===== src/rtl/edulent_pkg.sv =====
// Shared types and constants for the output-port UART transmitter.
package edulent_pkg;
  localparam int UART_DATA_BITS = 8;

  typedef enum logic [1:0] {IDLE, START, DATA, STOP} tx_state_t;
endpackage


===== src/rtl/edulent_sync_fifo.sv =====
// Fall-through synchronous FIFO: o_rdata shows the head before it is popped.
module edulent_sync_fifo #(
  parameter int WIDTH = 8,
  parameter int DEPTH = 8
) (
  input  logic             i_clk,
  input  logic             i_rstn,
  input  logic             i_push,
  input  logic             i_pop,
  input  logic [WIDTH-1:0] i_wdata,
  output logic [WIDTH-1:0] o_rdata,
  output logic             o_empty,
  output logic             o_full
);
  localparam int AW = $clog2(DEPTH);

  logic [WIDTH-1:0] mem [DEPTH];
  logic [AW:0]      wptr, rptr;
  logic             wr_en, rd_en;

  // A push into a full FIFO is still accepted when a pop frees the slot this cycle.
  assign wr_en   = i_push && (!o_full || i_pop);
  assign rd_en   = i_pop && !o_empty;
  assign o_empty = (wptr == rptr);
  assign o_full  = (wptr[AW] != rptr[AW]) && (wptr[AW-1:0] == rptr[AW-1:0]);
  assign o_rdata = mem[rptr[AW-1:0]];

  always_ff @(posedge i_clk or negedge i_rstn) begin
    if (!i_rstn) begin
      wptr <= '0;
      rptr <= '0;
    end else begin
      if (wr_en) wptr <= wptr + 1'b1;
      if (rd_en) rptr <= rptr + 1'b1;
    end
  end

  always_ff @(posedge i_clk) begin
    if (wr_en) mem[wptr[AW-1:0]] <= i_wdata;
  end
endmodule


===== src/rtl/edulent_out_uart_tx.sv =====
// Captures bytes written to the CPU output port and sends each one as an 8N1 UART frame.
module edulent_out_uart_tx
  import edulent_pkg::*;
#(
  parameter int CLK_FREQ_HZ   = 100000000,
  parameter int BAUD          = 115200,
  parameter int FIFO_DEPTH    = 8,
  parameter int CHANGE_DETECT = 1
) (
  input  logic       i_clk,
  input  logic       i_rstn,
  input  logic [7:0] i_data,
  input  logic       i_valid,
  input  logic       i_clr_overflow,
  output logic       o_tx,
  output logic       o_busy,
  output logic       o_fifo_full,
  output logic       o_overflow
);
  localparam int CPB = CLK_FREQ_HZ / BAUD;
  localparam int CW  = (CPB > 1) ? $clog2(CPB) : 1;
  localparam int BW  = $clog2(UART_DATA_BITS);
  localparam logic [CW-1:0] CNT_MAX = CW'(CPB - 1);
  localparam logic [BW-1:0] BIT_MAX = BW'(UART_DATA_BITS - 1);

  if (CPB < 2) begin : g_bad_baud
    $error("CLK_FREQ_HZ / BAUD must be >= 2");
  end
  if (FIFO_DEPTH < 2 || (FIFO_DEPTH & (FIFO_DEPTH - 1)) != 0) begin : g_bad_depth
    $error("FIFO_DEPTH must be a power of two >= 2");
  end

  tx_state_t                  state, state_n;
  logic [CW-1:0]              baud_cnt, baud_cnt_n;
  logic [BW-1:0]              bit_cnt, bit_cnt_n;
  logic [UART_DATA_BITS-1:0]  shift, shift_n, head, last_data;
  logic                       capture, pop, drop, fifo_empty, fifo_full;
  logic                       tx_n, busy_n;

  assign capture = i_valid || ((CHANGE_DETECT != 0) && (i_data != last_data));
  assign drop    = capture && fifo_full && !pop;
  assign o_fifo_full = fifo_full;

  edulent_sync_fifo #(.WIDTH(UART_DATA_BITS), .DEPTH(FIFO_DEPTH)) u_fifo (
    .i_clk   (i_clk),
    .i_rstn  (i_rstn),
    .i_push  (capture),
    .i_pop   (pop),
    .i_wdata (i_data),
    .o_rdata (head),
    .o_empty (fifo_empty),
    .o_full  (fifo_full)
  );

  // State, datapath and output registers; a drop beats a simultaneous clear.
  always_ff @(posedge i_clk or negedge i_rstn) begin
    if (!i_rstn) begin
      state      <= IDLE;
      baud_cnt   <= '0;
      bit_cnt    <= '0;
      shift      <= '0;
      last_data  <= '0;
      o_overflow <= 1'b0;
      o_tx       <= 1'b1;
      o_busy     <= 1'b0;
    end else begin
      state    <= state_n;
      baud_cnt <= baud_cnt_n;
      bit_cnt  <= bit_cnt_n;
      shift    <= shift_n;
      o_tx     <= tx_n;
      o_busy   <= busy_n;
      if (capture)             last_data  <= i_data;
      if (drop)                o_overflow <= 1'b1;
      else if (i_clr_overflow) o_overflow <= 1'b0;
    end
  end

  always_comb begin
    state_n    = state;
    baud_cnt_n = baud_cnt + 1'b1;
    bit_cnt_n  = bit_cnt;
    shift_n    = shift;
    pop        = 1'b0;
    case (state)
      IDLE: begin
        baud_cnt_n = '0;
        if (!fifo_empty) begin
          pop     = 1'b1;
          shift_n = head;
          state_n = START;
        end
      end
      START: if (baud_cnt == CNT_MAX) begin
        baud_cnt_n = '0;
        bit_cnt_n  = '0;
        state_n    = DATA;
      end
      DATA: if (baud_cnt == CNT_MAX) begin
        baud_cnt_n = '0;
        shift_n    = shift >> 1;
        if (bit_cnt == BIT_MAX) state_n = STOP;
        else                    bit_cnt_n = bit_cnt + 1'b1;
      end
      STOP: if (baud_cnt == CNT_MAX) begin
        baud_cnt_n = '0;
        state_n    = IDLE;
      end
      default: state_n = IDLE;
    endcase
  end

  // The line level is computed from the next state so o_tx lands on the same edge as the state.
  always_comb begin
    case (state_n)
      START:   tx_n = 1'b0;
      DATA:    tx_n = shift_n[0];
      default: tx_n = 1'b1;
    endcase
    busy_n = (state != IDLE) || !fifo_empty;
  end
endmodule


===== config.mk =====
export PLATFORM = sky130hd
export DESIGN_NAME = edulent_out_uart_tx
export DESIGN_NICKNAME = d
export VERILOG_FILES = /design/src/rtl/edulent_pkg.sv /design/src/rtl/edulent_sync_fifo.sv /design/src/rtl/edulent_out_uart_tx.sv
export SDC_FILE = /design/constraint.sdc
export NUM_CORES = 1
export LEC_CHECK = 0
export ABC_AREA = 1
export CORE_MARGIN = 4
export CORE_UTILIZATION = 46
export DETAILED_ROUTE_END_ITERATION = 7
export GPL_ROUTABILITY_DRIVEN = 1
export PLACE_DENSITY_LB_ADDON = 0.3
export SYNTH_ARGS = -nofsm -noshare
export SYNTH_HDL_FRONTEND = slang
export SYNTH_SLANG_ARGS = --single-unit

===== constraint.sdc =====
create_clock -name i_clk -period 2 [get_ports i_clk]
set_input_delay 0.3 -clock i_clk [delete_from_list [all_inputs] [get_ports i_clk]]
set_output_delay 0.3 -clock i_clk [all_outputs]
set_load 0.005 [all_outputs]

== Yosys cells after proc, flatten, opt, wreduce, memory -nomap -nowiden ==
Memories as Yosys holds them, arrays and structs flattened.
Index checks and enable logic that the tools add are counted.
Storage, ports and cells
  flip-flop bits (word level): 42
  bits in latches: 0
  bits in writable memories: 64
  bits in read-only memories: 0
  bits of input ports: 12
  output and inout bits: 4
  word-level logic and storage cells: 72
  memories: 1
Cells by class
  add/sub/neg operators: 4
  multiply operators: 0
  divide/modulo/power cells: 0
  $lt $le $gt $ge: 0
  equal/unequal tests: 15
  shift-type cells: 0
  mux-type cells: 22
  bitwise logic cells: 0
  reduce and logical (&&, ||, !) cells: 19
Memories
  u_fifo.mem: depth 8, width 8, read ports 1, clocked after memory_dff 0, wr ports 1, line edulent_sync_fifo.sv:17  | logic [WIDTH-1:0] mem [DEPTH];
Operators with widths (count)
  $pmux W10 S2: 1
  $mux W8: 2
  $pmux W8 S2: 1
  $add A10 B1 Y10 const B: 1
  $eq A10 B10 Y1 const B: 1
  $mux W10: 1
  $mux W2: 5
  $mux W3: 3
  $add A4 B1 Y4 const B: 2
  $ne A2 B2 Y1 const B: 4
  $ne A8 B8 Y1: 1
  $pmux W2 S4: 1
  $reduce_bool A2 Y1: 4
  $eq A2 B2 Y1 const B: 3
  $mux W1: 6
  $pmux W3 S2: 1
  $logic_and A1 B1 Y1: 5
  $eq A2 B1 Y1 const B: 2
  $eq A4 B4 Y1: 1
  $reduce_and A4 Y1: 1
  $add A3 B1 Y3 const B: 1
  $eq A3 B3 Y1: 1
  $eq A3 B3 Y1 const B: 1
  $logic_not A1 Y1: 3
  other kinds (6): 8

== Logic depth before layout (Yosys ltp) ==
Gate-level depths: netlist of run 1.
  depth in word-level cells: 7
  gate-level depth with buffers: 13
  mapped depth without buffers: 12

== By module ==
Synthesis of run 1 repeated with hierarchy kept, for this count alone.
Second synthesis, totals
  cells, all modules: 473
  area total of the unflattened synthesis: 4814.6 um^2
Modules (own cells, without submodules)
  edulent_sync_fifo: instances 1, cells each 261, area each 3051.7 um^2, seq. area each 2122.0 um^2
  edulent_out_uart_tx: instances 1, cells each 212, area each 1762.9 um^2, seq. area each 852.1 um^2

== Worst setup path before layout of run 1 ==
Ideal clock, no wire load.
  path kind: register -> register
  start point: register state[0]
  end point: memory u_fifo.mem[1][0] (enable)
  setup time: 0.383 ns
  arrival: 1.635 ns
  required time: 1.617 ns
  slack: -0.018 ns
  cell stages (with the launch flop): 6
  buffers on the path: 0
  period minus slack after synthesis: 2.018 ns
  cell sequence: dfrtp_1 -> nor2_2 -> inv_1 -> nand2_2 -> nand2_4 -> nor3_1
Between the ends
  longest elaborated chain between the ends: 6
Ends and longest elaborated chain
  from (decl): line edulent_out_uart_tx.sv:33  | tx_state_t state, state_n;
  from (signal assigned): line edulent_out_uart_tx.sv:67  | state <= state_n;
  $logic_not A2 Y1: line edulent_out_uart_tx.sv:85  | case (state)
  $mux W1: line edulent_out_uart_tx.sv:85
  $logic_or A1 B1 Y1: line edulent_sync_fifo.sv:22  | assign wr_en = i_push && (!o_full || i_pop);
  $logic_and A1 B1 Y1: line edulent_sync_fifo.sv:22
  $mux W1: line edulent_sync_fifo.sv:39  | if (wr_en) mem[wptr[AW-1:0]] <= i_wdata;
  $mux W1 (not written as such): line edulent_sync_fifo.sv:39
  to (decl): line edulent_sync_fifo.sv:17
No other way between the ends.

== Worst setup path in the final report of run 1 ==
  start point: register u_fifo.wptr[1]
  end point: output o_fifo_full
Between the ends
  longest elaborated chain between the ends: 2
Ends and longest elaborated chain
  from (decl): line edulent_sync_fifo.sv:18  | logic [AW:0] wptr, rptr;
  from (signal assigned): line edulent_sync_fifo.sv:33  | if (wr_en) wptr <= wptr + 1'b1;
  $eq A3 B3 Y1: line edulent_sync_fifo.sv:25  | assign o_full = (wptr[AW] != rptr[AW]) && (wptr[AW-1:0] == rptr[AW-1:0]);
  $logic_and A1 B1 Y1: line edulent_sync_fifo.sv:25
  to (decl): line edulent_out_uart_tx.sv:17  | output logic o_fifo_full,
No other way between the ends.

==> results of run 1 <==
-- kinds of logic (layout without fill, tap and decap cells) --
group	Yosys count	after routing	synth area share [%]
AO/OA/AOI/OAI	64	64	8.01
XOR/XNOR	11	11	2.22
adder cells (fa/ha/maj)	5	5	1.34
buffers and inverters	64	114	6.13
flip-flops	106	106	63.7
AND/OR/NAND/NOR	195	195	18.6
-- cell type report --
type | instances | area, µm²
well taps | 133 | 166
repair buffers | 55 | 459
clock buffers | 11 | 153
inverters | 43 | 166
flip-flops and latches | 106 | 2980
multi-input cells | 275 | 1410
clock inverters | 5 | 53.8
fillers | 904 | 4430
-- critical path, cell delays in order (launching register included) --
cell	delay (ps)
dfrtp_1	430
inv_1	90
nand2_1	60
nand2_1	70
nand2_2	70
nor3b_4	210
dlygate4sd2_1	270
-- placed cells by master, fill, tap and decap left out, types with 5 or more instances in the layout --
| cell | Yosys | routed |
|---|---|---|
| a21oi_1 | 5 | 5 |
| o22ai_1 | 16 | 16 |
| inv_1 | 38 | 38 |
| o221ai_1 | 6 | 6 |
| edfxtp_1 | 64 | 64 |
| o21ai_0 | 34 | 34 |
| xor2_1 | 7 | 7 |
| clkdlybuf4s50_1 | 0 | 13 |
| buf_4 | 2 | 38 |
| nand2_1 | 97 | 97 |
| dfrtp_1 | 41 | 39 |
| nand3_1 | 22 | 22 |
| ha_1 | 5 | 5 |
| nor3_1 | 7 | 7 |
| clkbuf_8 | 0 | 9 |
| nor2_1 | 51 | 51 |
-- through the flow --
stage	std cells	utilization (%)	TNS (ps)	cell area, µm²
CTS	628	54.9	0	5390
global placement	608	52.4	-3670	5150
global route	628	54.9	0	5390
floorplan	445	-	-440	4670
detailed placement	608	52.4	-4540	5150
finish	628	54.9	0	5390
-- flip-flops by register name (all words and copies together), names as in the netlist --
register     flops
o_overflow       1
o_tx             1
o_busy           1
baud_cnt        10
state            2
u_fifo.rptr      4
shift            8
u_fifo.wptr      4
u_fifo.mem      64
bit_cnt          3
last_data        8
-- timing repair --
item / in CTS / in global routing
gates resized for setup: 3 / 0
hold buffers: 1 / 0
hold endpoints to repair: 20 / 0
setup endpoints to repair: 1 / 0
setup buffers: 3 / 0
-- metal layers --
layer,routed length (µm),part of all wire (%),vias to the layer above
li1,-,-,1574
met1,4190,42,1543
met2,4950,50,104
met3,619,6.2,16
met4,183,1.8,0
met5,0,0,-
-- report_power, final --
part	internal (µW)	switching, µW
registers	2910	254
logic	761	1150
clock network	560	759
total	4230	2160
-- worst max-delay path by stage --
| stage | to | slack, ps |
|---|---|---|
| global placement | u_fifo.mem[3][0] | -90 |
| global route | o_fifo_full | 7 |
| detailed placement | u_fifo.mem[1][1] | -120 |
| floorplan | u_fifo.mem[1][0] | -20 |
| CTS | o_fifo_full | 140 |
| finish | o_fifo_full | 140 |
==> impl_metrics.json, run 1 <==
{
  "diodes": 0,
  "syn_nets": 462,
  "grt_max_degree": 35,
  "antenna_found_initial": 0,
  "hold_path_class": "in -> async",
  "yosys-top-cells-count": "nand2_1 (97), edfxtp_1 (64), nor2_1 (51)",
  "worst-setup-path-type": "reg -> out",
  "max-slew-margin-rel_pct": 63.8,
  "ant_nets": 0,
  "status": "finished, final reports clean",
  "whs_ps": 447,
  "synthCells": 445,
  "synth_enable_flop_cells": 64,
  "grt_busiest_layer": "met2",
  "dr.pass1.iters": 5,
  "setup_viol": 0,
  "dp_hpwl_um": 7180,
  "gr-usage-met3_pct": 4.62,
  "drive_gt1_share_pct": 16.2,
  "rr_endpoint": "u_fifo.mem[1][3]",
  "cp-startpoint": "u_fifo.wptr[1]",
  "powerDensity_nw_per_um2": 1190,
  "core_area_um2": 9820,
  "initial_utilization_pct": 47.6,
  "tightest_slew_ps": 543,
  "ys_seq_area_share_pct": 63.7,
  "met2_usage_pct": 30.8,
  "fin_nets": 507,
  "final.setup.worst_slack_ps": 135,
  "synthFlopType": "edfxtp_1",
  "power_uw": 6400,
  "wl_per_cell_um": 15.8,
  "die_w_um": 109,
  "grt_pass1_vias": 3150,
  "hold_violations": 0,
  "routabilityCongestion": 0.856,
  "die_y_um": 109,
  "worst-r2r-cell-count": 9,
  "ys_ff_latch": 106,
  "ir_drop_mv": 0.600,
  "via_count": 3237,
  "row_count": 36,
  "layout_min_cycle_time_ps": 1860,
  "rsz0062_at_grt": "no",
  "fin_crit_sh_pct": 93.2,
  "cts_sinks": 106,
  "leakagePower_uw": 0.00227,
  "worst-path-max-fanout": 3,
  "htreeDepth": 3,
  "start_kind": "register",
  "clkLatencyLatePin_ps": 370,
  "pre_cts_ws_ps": -123,
  "yosysWarningCount": 0,
  "track_usage_pct": 18.3,
  "avgSynthCellArea_um2": 10.5,
  "regToRegStartpoint": "u_fifo.wptr[3]",
  "die-area_um2": 11800,
  "routed_via_density": 5.15,
  "end_kind": "output port",
  "drt_iter0_markers": 266,
  "fin_skew_ps": 13.0,
  "maxSlewViolCount": 0,
  "port_buffers": 15,
  "cts_root_buf": "clkbuf_8",
  "synth_top_area_share_pct": 41.1,
  "ys_top_cells_by_area": "edfxtp_1 (41%), dfrtp_1 (22%), nand2_1 (7.8%), nor2_1 (4.1%), o21ai_0 (3.6%)",
  "yosysTopAreaCell": "edfxtp_1",
  "grtUsageMet1_pct": 23.6,
  "fmax_mhz": 536,
  "yosysMostFrequentCell": "nand2_1",
  "required_ps": 1700,
  "numCtsBuffers": 9,
  "area_growth_pct": 15.3,
  "detail_route.wirelength_um": 9940,
  "regToRegSetupSlack_ps": 210,
  "cts_max_path_buffers": 2,
  "grt_overflow_total": 0,
  "synth_cell_type_count": 35,
  "synth_area_um2": 4670,
  "critPathArrivalTime_ps": 1560,
  "grt_pass1_wl_um": 16100,
  "async_flop_share_pct": 39.6,
  "io_pins": 16,
  "cap_violations": 0,
  "clk_pin_slew_ps": 100,
  "drc": 0,
  "cts_tree": "built"
}
Note: power is estimated with default switching activity, not from simulation.
==> inputs of run 2 (changes only) <==
--- a/config.mk
+++ b/config.mk
@@ -7,7 +7,8 @@
 export LEC_CHECK = 0
 export ABC_AREA = 1
 export CORE_MARGIN = 4
-export CORE_UTILIZATION = 46
+export CORE_UTILIZATION = 25
+export CTS_CLUSTER_SIZE = 10
 export DETAILED_ROUTE_END_ITERATION = 7
 export GPL_ROUTABILITY_DRIVEN = 1
 export PLACE_DENSITY_LB_ADDON = 0.3
==> impl_metrics.json, run 2 (synthesis results as in run 1) <==
{
  "status": "finished, final reports clean",
  "fin_util_pct": 30.6,
  "ant_nets": 0,
  "final_common_cell": "nand2_1",
  "clk_pin_slew_ps": 80,
  "layout_min_cycle_time_ps": 1870,
  "worst-path-max-fanout": 8,
  "critPathArrivalTime_ps": 1920,
  "largest_reg_flops": 64,
  "initial_utilization_pct": 25.7,
  "via_count": 3193,
  "port_buffers": 15,
  "hold_violations": 0,
  "cts_sinks": 106,
  "cts_max_path_buffers": 2,
  "cts_tree": "built",
  "max-slew-margin-rel_pct": 50.4,
  "io_pins": 16,
  "core_area_um2": 18100,
  "drt_iter0_markers": 248,
  "cts_root_buf": "clkbuf_16",
  "track_usage_pct": 10.8,
  "rsz0062_at_grt": "no",
  "fin_crit_sh_pct": 93.3,
  "dp_hpwl_um": 7820,
  "regToRegSetupSlack_ps": 190,
  "setup_viol": 0,
  "die_w_um": 145,
  "met2_usage_pct": 16.4,
  "required_ps": 2060,
  "grt_max_degree": 36,
  "start_kind": "input port",
  "stdcell_count": 722,
  "power_uw": 6730,
  "routabilityCongestion": 0.843,
  "grt_busiest_layer": "met2",
  "die-area_um2": 20900,
  "leakagePower_uw": 0.00230,
  "antenna_found_initial": 0,
  "tightest_slew_ps": 744,
  "diodes": 0,
  "hold_buffers": 0,
  "final_cell_mix": "nand2_1 (97), edfxtp_1 (64), nor2_1 (51)",
  "powerDensity_nw_per_um2": 1210,
  "drc": 0,
  "fin_skew_ps": 8.21,
  "row_count": 49,
  "worst-setup-path-type": "in -> reg",
  "grt_pass1_vias": 3164,
  "fmax_mhz": 536,
  "regToRegStartpoint": "u_fifo.rptr[0]",
  "end_kind": "register",
  "grt_pass1_wl_um": 17100,
  "maxSlewViolCount": 0,
  "wl_per_cell_um": 14.8,
  "drive_gt1_share_pct": 16.0,
  "dr.pass1.iters": 4,
  "die_y_um": 145,
  "ir_drop_mv": 0.587,
  "grtUsageMet1_pct": 15.5,
  "routed_via_density": 4.42,
  "numCtsBuffers": 9,
  "worst-r2r-cell-count": 9,
  "cap_violations": 0,
  "detail_route.wirelength_um": 10700,
  "grt_overflow_total": 0,
  "rr_endpoint": "shift[1]",
  "gr-usage-met3_pct": 2.40,
  "clkLatencyLatePin_ps": 350,
  "area_growth_pct": 18.9,
  "htreeDepth": 3,
  "fin_nets": 505,
  "place_inst": 705,
  "hold_path_class": "in -> async"
}
==> run 2: worst max-delay path: stages <==
cell and delay [ps]:
clkdlybuf4s50_1 510, or2_2 340, nand3_1 70, nor3_1 40, nand3_1 180, nand3_2 160, nor2_1 130, buf_4 180
==> run 2: routing by layer <==
layer | share of wire [%] | up-vias
met5 | 0 | -
met4 | 1.9 | 0
met2 | 45 | 66
li1 | - | 1568
met3 | 4.0 | 15
met1 | 49 | 1544
==> run 2: power by group <==
part / switching (µW) / internal [µW]
Sequential: 245 / 2910
Clock: 815 / 861
Combinational: 1170 / 728
Total: 2230 / 4500
==> run 2: worst max path at each step <==
stage / start / end / cells past startpoint
detailed placement: i_data[0] / u_fifo.mem[3][0] / 8
floorplan: state[0] / u_fifo.mem[1][0] / 5
CTS: i_data[0] / u_fifo.mem[3][0] / 8
global route: i_data[0] / u_fifo.mem[5][5] / 8
global placement: i_data[0] / u_fifo.mem[3][3] / 8
finish: i_data[0] / u_fifo.mem[6][2] / 8
==> run 2: final cells by class <==
cell class | instances | area [µm²]
clock buffer | 10 | 229
inverter | 43 | 166
multi-input combinational | 275 | 1420
timing repair buffer | 53 | 433
fill | 1848 | 12600
tap | 229 | 287
sequential | 106 | 2980
clock inverter | 6 | 48.8
==> run 2: stage by stage <==
step / hold slack (ps) / worst slack, ps / area, µm² / setup TNS (ps)
after floorplan: 4.41 / -18.3 / 4670 / -440
after global placement: 403 / -243 / 5260 / -11080
after detailed placement: 409 / -268 / 5260 / -13680
after CTS: 22.3 / 106 / 5550 / 0
after global routing: 48.3 / 14.1 / 5560 / 0
final: 6.37 / 134 / 5560 / 0
==> run 2: timing repair <==
item	4_1_cts	5_1_grt
gates resized for setup	2	2
endpoints found under the setup margin	1	12
cloned	0	0
pin swaps	1	0
buffers inserted	1	0
==> inputs of run 3 (changes only) <==
--- a/config.mk
+++ b/config.mk
@@ -6,6 +6,8 @@
 export NUM_CORES = 1
 export LEC_CHECK = 0
 export ABC_AREA = 1
+export CELL_PAD_IN_SITES_DETAIL_PLACEMENT = 0
+export CELL_PAD_IN_SITES_GLOBAL_PLACEMENT = 1
 export CORE_MARGIN = 4
 export CORE_UTILIZATION = 25
 export CTS_CLUSTER_SIZE = 10
==> constraint.sdc (replaced) <==
create_clock -name i_clk -period 2.2 [get_ports i_clk]
set_input_delay 0.33 -clock i_clk [delete_from_list [all_inputs] [get_ports i_clk]]
set_output_delay 0.33 -clock i_clk [all_outputs]
set_load 0.005 [all_outputs]
==> impl_metrics.json, run 3 (synthesis results as in run 1) <==
{
  "die-area_um2": 20900,
  "final_common_cell": "nand2_1",
  "diodes": 0,
  "final_cell_mix": "nand2_1 (97), edfxtp_1 (64), nor2_1 (51)",
  "grt_max_degree": 43,
  "cp_slowest_cell": "dfrtp_1",
  "whs_ps": 45.3,
  "area_growth_pct": 18.5,
  "layout_min_cycle_time_ps": 2000,
  "grt_overflow_total": 0,
  "clkLatencyLatePin_ps": 360,
  "rr_endpoint": "u_fifo.mem[6][4]",
  "largest_reg_flops": 64,
  "fin_crit_sh_pct": 91.0,
  "met1_length_um": 5010,
  "numCtsBuffers": 9,
  "port_buffers": 15,
  "worst-r2r-cell-count": 9,
  "drc": 0,
  "cts_sinks": 106,
  "row_count": 49,
  "routed_via_density": 4.35,
  "crit_chain": "inv_1 -> nand2_1 -> nand2_1 -> nor3b_4 -> buf_4 -> nand2_2 -> nand3_2 -> nor2_1 -> buf_4",
  "pre_cts_ws_ps": -22.7,
  "drive_gt1_share_pct": 15.0,
  "cts_tree": "built",
  "initial_utilization_pct": 25.7,
  "ir_drop_mv": 0.573,
  "regToRegSetupSlack_ps": 200,
  "leakagePower_uw": 0.00227,
  "tightest_slew_ps": 586,
  "regToRegStartpoint": "u_fifo.wptr[2]",
  "end_kind": "register",
  "dp_hpwl_um": 7940,
  "start_kind": "register",
  "core_area_um2": 18100,
  "drt_iter0_markers": 231,
  "critPathArrivalTime_ps": 2070,
  "grt_pass1_vias": 3125,
  "io_pins": 16,
  "hold_violations": 0,
  "via_count": 3115,
  "dr_wl_met2_um": 5380,
  "worst-setup-path-type": "reg -> reg",
  "fin_skew_ps": 9.62,
  "fin_util_pct": 30.5,
  "routabilityCongestion": 0.780,
  "htreeDepth": 3,
  "cap_violations": 0,
  "max-slew-margin-rel_pct": 60.9,
  "detail_route.wirelength_um": 11000,
  "worst-path-max-fanout": 8,
  "wl_met3_um": 410,
  "maxSlewViolCount": 0,
  "crit_end": "u_fifo.mem[6][4]",
  "wl_per_cell_um": 15.4,
  "setup_viol": 0,
  "antenna_found_initial": 0,
  "status": "finished, final reports clean",
  "final.setup.worst_slack_ps": 198,
  "slowest_delay_ps": 500,
  "cts_root_buf": "clkbuf_16",
  "fin_nets": 499,
  "cp-startpoint": "u_fifo.wptr[2]",
  "fmax_mhz": 500,
  "required_ps": 2270,
  "die_y_um": 145,
  "fillers": 1871,
  "rsz0062_at_grt": "no",
  "dr.pass1.iters": 4,
  "clk_pin_slew_ps": 80,
  "ant_nets": 0,
  "die_w_um": 145,
  "routed.top_layer": "met4",
  "track_usage_pct": 11.2,
  "setup_tns_ps": 0,
  "hold_path_class": "in -> async",
  "grt_pass1_wl_um": 17300,
  "cts_max_path_buffers": 2,
  "powerDensity_nw_per_um2": 1120
}
## run 3: cell count changes in the layout (fill, tap and decap cells not counted), moves of 2 or more
cell | before | now
inv_8 | 0 | 2
clkinv_8 | 0 | 2
buf_4 | 37 | 32
inv_6 | 3 | 1
## run 3: worst min path at each step
stage / startpoint / endpoint / slack, ps / cells after the start
floorplan: i_rstn / baud_cnt[0] / 30 / 0
global placement: i_rstn / baud_cnt[8] / 460 / 2
detailed placement: i_rstn / baud_cnt[8] / 460 / 2
CTS: i_rstn / baud_cnt[8] / 70 / 2
global route: i_rstn / baud_cnt[8] / 100 / 2
finish: i_rstn / baud_cnt[8] / 50 / 2
## run 3: worst max-delay path, delay by kind of cell, from the launching register on
kind	cells	cell delay, ps
and+or+nand+nor	6	740
DFF	1	500
buffers and inverters	3	460
## run 3: per-stage QoR
step	cells	area, µm²	power, µW
2_1_floorplan	445	4670	3990
3_3_place_gp	696	5190	4580
3_5_place_dp	696	5190	4590
4_1_cts	716	5530	6280
5_1_grt	716	5530	6590
6_report	716	5530	6200
## run 3: final cells by class
class / count / area (µm²) / area share (%)
clock inverters: 7 / 80.1 / 1.45
repair buffers: 47 / 384 / 6.94
multi-input cells: 275 / 1420 / 25.6
inverters: 43 / 166 / 3.01
clock buffers: 9 / 225 / 4.07
flip-flops and latches: 106 / 2980 / 53.8
well taps: 229 / 287 / 5.18
## run 3: per-layer routing
layer  up-vias  global-route usage [%]
li1       1557                       -
met5         -                       0
met4         0                    3.63
met3        13                    2.86
met2        51                    18.4
met1      1494                    14.6
## run 3: where the power goes
group,switching (µW),internal (µW),leakage [µW]
Sequential,228,2650,0.00109
Clock,820,810,0.000146
Combinational,1060,633,0.00103
## run 3: repair_timing
item,in CTS,in global routing
endpoints found under the setup margin,1,1
hold buffers,0,0
buffers inserted,4,0
gates resized for setup,2,1
pin swaps,1,0
